--- src/rtl/segre_mem_arbiter.sv ---
// segre_mem_arbiter: serialises IC/DC line traffic onto one memory port, IC first with a DC starvation guard
module segre_mem_arbiter #(
   parameter int ADDR_SIZE    = 32,
   parameter int LINE_SIZE    = 128,
   parameter int STARVE_LIMIT = 4
) (
   input  logic                 clk_i,
   input  logic                 rsn_i,
   input  logic                 ic_req_i,
   input  logic [ADDR_SIZE-1:0] ic_addr_i,
   output logic                 ic_gnt_o,
   output logic                 ic_rsp_valid_o,
   output logic [LINE_SIZE-1:0] ic_rsp_data_o,
   input  logic                 dc_req_i,
   input  logic                 dc_we_i,
   input  logic [ADDR_SIZE-1:0] dc_addr_i,
   input  logic [LINE_SIZE-1:0] dc_wdata_i,
   output logic                 dc_gnt_o,
   output logic                 dc_rsp_valid_o,
   output logic [LINE_SIZE-1:0] dc_rsp_data_o,
   output logic                 mem_req_o,
   output logic                 mem_we_o,
   output logic [ADDR_SIZE-1:0] mem_addr_o,
   output logic [LINE_SIZE-1:0] mem_wdata_o,
   input  logic                 mem_ready_i,
   input  logic                 mem_rsp_valid_i,
   input  logic [LINE_SIZE-1:0] mem_rsp_data_i,
   output logic                 sel_mem_req_o,
   output logic                 busy_o
);
   localparam int CW = $clog2(STARVE_LIMIT + 1);
   typedef enum logic [1:0] {IDLE, ISSUE, WAIT} state_t;
   state_t               state_q, state_d;
   logic                 owner_q, owner_d;
   logic                 gnt_q, gnt_d;
   logic                 we_q, we_d;
   logic [ADDR_SIZE-1:0] addr_q, addr_d;
   logic [LINE_SIZE-1:0] wdata_q, wdata_d;
   logic [CW-1:0]        starve_q, starve_d;
   logic                 mask_ic_q, mask_ic_d;
   logic                 mask_dc_q, mask_dc_d;
   logic                 ic_el, dc_el, pick_dc, done;
   always_ff @(posedge clk_i or negedge rsn_i) begin
      if (!rsn_i) begin
         state_q   <= IDLE;
         owner_q   <= 1'b0;
         gnt_q     <= 1'b0;
         we_q      <= 1'b0;
         addr_q    <= '0;
         wdata_q   <= '0;
         starve_q  <= '0;
         mask_ic_q <= 1'b0;
         mask_dc_q <= 1'b0;
      end else begin
         state_q   <= state_d;
         owner_q   <= owner_d;
         gnt_q     <= gnt_d;
         we_q      <= we_d;
         addr_q    <= addr_d;
         wdata_q   <= wdata_d;
         starve_q  <= starve_d;
         mask_ic_q <= mask_ic_d;
         mask_dc_q <= mask_dc_d;
      end
   end
   // the requester served last cycle sits out one arbitration round
   always_comb begin
      ic_el     = ic_req_i & ~mask_ic_q;
      dc_el     = dc_req_i & ~mask_dc_q;
      pick_dc   = dc_el & (~ic_el | (starve_q == CW'(STARVE_LIMIT)));
      done      = mem_rsp_valid_i & ((state_q == WAIT) | ((state_q == ISSUE) & mem_ready_i));
      state_d   = state_q;
      owner_d   = owner_q;
      gnt_d     = 1'b0;
      we_d      = we_q;
      addr_d    = addr_q;
      wdata_d   = wdata_q;
      starve_d  = starve_q;
      mask_ic_d = done & ~owner_q;
      mask_dc_d = done & owner_q;
      case (state_q)
         IDLE: if (ic_el | dc_el) begin
            state_d  = ISSUE;
            owner_d  = pick_dc;
            gnt_d    = 1'b1;
            we_d     = pick_dc & dc_we_i;
            addr_d   = pick_dc ? dc_addr_i : ic_addr_i;
            wdata_d  = pick_dc ? dc_wdata_i : '0;
            starve_d = pick_dc ? '0 :
                       (dc_el && starve_q != CW'(STARVE_LIMIT)) ? starve_q + CW'(1) : starve_q;
         end
         ISSUE: if (mem_ready_i) state_d = mem_rsp_valid_i ? IDLE : WAIT;
         WAIT: if (mem_rsp_valid_i) state_d = IDLE;
         default: state_d = IDLE;
      endcase
   end
   assign ic_gnt_o       = gnt_q & ~owner_q;
   assign dc_gnt_o       = gnt_q & owner_q;
   assign ic_rsp_valid_o = done & ~owner_q;
   assign dc_rsp_valid_o = done & owner_q;
   assign ic_rsp_data_o  = ic_rsp_valid_o ? mem_rsp_data_i : '0;
   assign dc_rsp_data_o  = dc_rsp_valid_o ? mem_rsp_data_i : '0;
   assign mem_req_o      = state_q == ISSUE;
   assign mem_we_o       = we_q;
   assign mem_addr_o     = addr_q;
   assign mem_wdata_o    = wdata_q;
   assign sel_mem_req_o  = owner_q;
   assign busy_o         = state_q != IDLE;
endmodule

--- config.mk ---
export PLATFORM = sky130hd
export DESIGN_NAME = segre_mem_arbiter
export DESIGN_NICKNAME = d
export VERILOG_FILES = /design/src/rtl/segre_mem_arbiter.sv
export SDC_FILE = /design/constraint.sdc
export NUM_CORES = 1
export LEC_CHECK = 0
export ABC_AREA = 1
export BUFFER_PORTS_ARGS = -buffer_cell sky130_fd_sc_hd__buf_4
export CAP_MARGIN = 40
export CORE_AREA = 2 2 294 296
export CTS_CLUSTER_SIZE = 28
export DETAILED_ROUTE_END_ITERATION = 10
export DIE_AREA = 0 0 296 298
export RECOVER_POWER = 25
export SLEW_MARGIN = 20
export SYNTH_ARGS = -nofsm -noshare
export SYNTH_HDL_FRONTEND = slang
export SYNTH_SLANG_ARGS = --single-unit
--- constraint.sdc ---
create_clock -name clk_i -period 2.35 [get_ports clk_i]
set_input_delay 0.3525 -clock clk_i [delete_from_list [all_inputs] [get_ports clk_i]]
set_output_delay 0.3525 -clock clk_i [all_outputs]
set_load 0.1 [all_outputs]
==> results.md <==
- Htree depth: 4
- Slew Limit Fails: 0
- Core Rows: 107
- Crit path buf inv count: 4
- Max clock buf depth: 2
- Core box area: 84,900 um2
- Crit-path slowest cell: dfrtp_1
- Syn Inst Count: 1,312
- Die area: 88,200 um2
- Drt wl/cell: 23.7 um
- Die Span Y: 298 um
- R2R depth: 8
- Synthesized Nets: 1,641
- Hold path startpoint: mem_rsp_valid_i
- Crit-path max FO: 20
- Largest delay share family, worst path: buffers and inverters
- Yosys warnings: 0
- Final Util: 0.251
- Clock Latency Late Sink: 0.48 ns
- Most used DFF post-synth: dfrtp_1
- Port bufs: 750
- Area leader, netlist: dfrtp_1
- Crit path time final: 2.53 ns
- DP Wirelength: 57,700 um
- First-pass GRT wire length: 95,600 um
- Max_slew headroom: 0.378
- Hold Path Stages: 2
- Pin count of the biggest net entering global routing: 95
- Num ports: 751
- Worst vdd ir: 0.768 mV
- Final worst-path cycle share: 1.08
- Setup Crit Path Kind: register to primary output
- Pwr dens: 1340 nW/um2
- Root Buffer: clkbuf_16
- Failing checks: negative setup slack
- Hold Crit Class: primary input to register
- Seq cells post-synth: 170
- GRT Overall Usage: 0.158
- Post-synth cell types: 22
- Reg clk slew, reported paths: 0.07 ns
- Vias in the first global route: 11.9k
- Biggest cell delay along the critical path: 0.40 ns
- Area Growth Syn to Fin: 128%
- Reg2reg start: state_q[1]$_DFFE_PN0P_
- Total number of vias: 12.3k
- Initial antenna violation count: 56
- EDFF count, synth: 0
- Final hold vios: 0
- Max-cap violations: 0
- Final #Nets: 2,388
- CTS tree: built
- Post-synthesis sequential area ratio: 0.456
- Mean Syn Cell Area: 7.11 um2
- Slew @ Worst Pin: 0.933 ns
- Largest cells by area after synthesis: dfrtp_1, nand3_1, nor2_1, nand2_1, inv_1
- WHS: 0.0722 ns
- Hold Crit Endpoint: state_q[1]$_DFFE_PN0P_
- Startpoint Class: register
- GPL Wtd Cong: 1.00
- Post-synth top area share: 0.456
- DRT antenna net count: 0
- CP most frequent cell: buf_12
- Starting density of the core: 0.110
- Die width: 296 um
- Post-route design area: 21,300 um2
- Post-synth top cells: nor2_1, nand2_1, inv_1
- R2R Setup Slk: 0.23 ns
- WL final: 76,300 um
- Top-count cell post-synth: nor2_1
- Arr. time, crit path: 2.18 ns
- Syn Std Cell Area: 9330 um2
- Number of buffers created by CTS: 17
- Detail-routed via count per cell: 3.81
- Reg-to-Reg End: mem_addr_o[1]$_DFFE_PN0P_
- Layout cells sized above 1: 0.524
- Clock skew: 0.0229 ns
- Max Clock Freq: 395 MHz
- Share of flip-flops with an asynchronous set or reset: 1.00
- LEAKAGE: 0.0102 uW
- DR pass1 iterations: 6
- Outcome: finished with violations
- Setup crit end kind: primary output
- Grt ovf: 0
- Crit path cell chain: inv_1 -> nand3_2 -> nand2_4 -> nand3b_1 -> buf_12 -> buf_16 -> nor2_2 -> buf_12
- First DRT Iteration DRCs: 770
- RSZ-0062 raised after global routing: yes
- Setup-failing EPs final: 208
- Placed instance area: 16,600 um2
- Final setup margin: -0.179 ns
- Drc violations: 0
- CP required: 2.00 ns
- Clk sinks: 170
## routing by layer
layer  routed length [um]  track usage  part of all wire
met1                26400        0.167              0.35
met2                39100        0.284              0.51
met3                 6780       0.0476             0.089
met4                 4010       0.0749             0.052
met5                   46            0           0.00060
## sequential cells by signal, summed over array words and instances, names as in the netlist
register / flops
mem_wdata_o: 128
sel_mem_req_o: 1
starve_q: 3
mem_addr_o: 32
mask_ic_q: 1
mask_dc_q: 1
state_q: 2
gnt_q: 1
mem_we_o: 1
## layout by cell type, fill, tap and decap left out, types with 7 or more instances in the layout
cell / netlist / routed
nor2_2: 1 / 59
o21ai_0: 120 / 120
diode_2: 0 / 9
dfrtp_1: 170 / 169
clkbuf_16: 0 / 22
o21ai_2: 7 / 7
nor2_4: 0 / 149
buf_12: 0 / 204
buf_6: 22 / 60
nand3_1: 196 / 193
nand2_1: 240 / 237
buf_4: 19 / 546
inv_1: 204 / 202
nor2_1: 259 / 52
## how the worst max path moves through the flow
stage | from | endpoint | slack [ns] | depth (start not counted)
floorplan | sel_mem_req_o$_DFFE_PN0P_ | dc_rsp_data_o[10] | -0.47 | 4
global placement | state_q[1]$_DFFE_PN0P_ | ic_rsp_data_o[96] | 0.28 | 8
detailed placement | state_q[0]$_DFFE_PN0P_ | ic_rsp_data_o[83] | 0.26 | 8
CTS | state_q[1]$_DFFE_PN0P_ | dc_rsp_data_o[54] | -0.19 | 9
global route | state_q[1]$_DFFE_PN0P_ | dc_rsp_data_o[78] | -0.27 | 8
finish | state_q[1]$_DFFE_PN0P_ | ic_rsp_data_o[35] | -0.18 | 8
## power breakdown
group / switching (uW) / internal, uW / total [uW] / leakage (uW)
Combinational: 16100 / 4640 / 20800 / 0.00763
Sequential: 689 / 4140 / 4830 / 0.00224
Clock: 1360 / 1590 / 2940 / 0.000281
## what timing repair did
action | CTS | global route
pin swaps | 4 | 7
gates resized for setup | 582 | 329
endpoints found under the setup margin | 244 | 259
setup buffers | 20 | 5
cloned | 4 | 8
hold buffers | 1 | 0
endpoints found under the hold margin | 34 | 0
## stage by stage
step | cells | setup slack (ns) | setup TNS (ns) | total power [uW]
after floorplan | 1312 | -0.472 | -80.94 | 19300
after global placement | 3148 | 0.279 | 0 | 23800
after detailed placement | 3148 | 0.255 | 0 | 23900
after CTS | 3203 | -0.194 | -25.47 | 28000
after global routing | 3224 | -0.272 | -37.40 | 29700
final | 3224 | -0.179 | -14.03 | 28500
## logic make-up (layout without fill, tap and decap cells)
family	Yosys count	in the layout	share of synthesized area
AND/OR/NAND/NOR	698	698	0.308
adder cells (fa/ha/maj)	2	2	0.00268
AO/OA/AOI/OAI	134	134	0.0750
XOR/XNOR	1	1	0.000939
buffers and inverters	307	1066	0.157
flip-flops	170	170	0.456
other	0	9	0
## layout make-up
cell class / instances / area (um2)
clock inverters: 14 / 163
diodes: 9 / 22.5
fillers: 9132 / 63600
well taps: 1144 / 1430
multi-input cells: 835 / 4930
repair buffers: 829 / 9270
flip-flops and latches: 170 / 4260
inverters: 206 / 782
clock buffers: 17 / 425
Note: power is estimated with default switching activity, not from simulation.
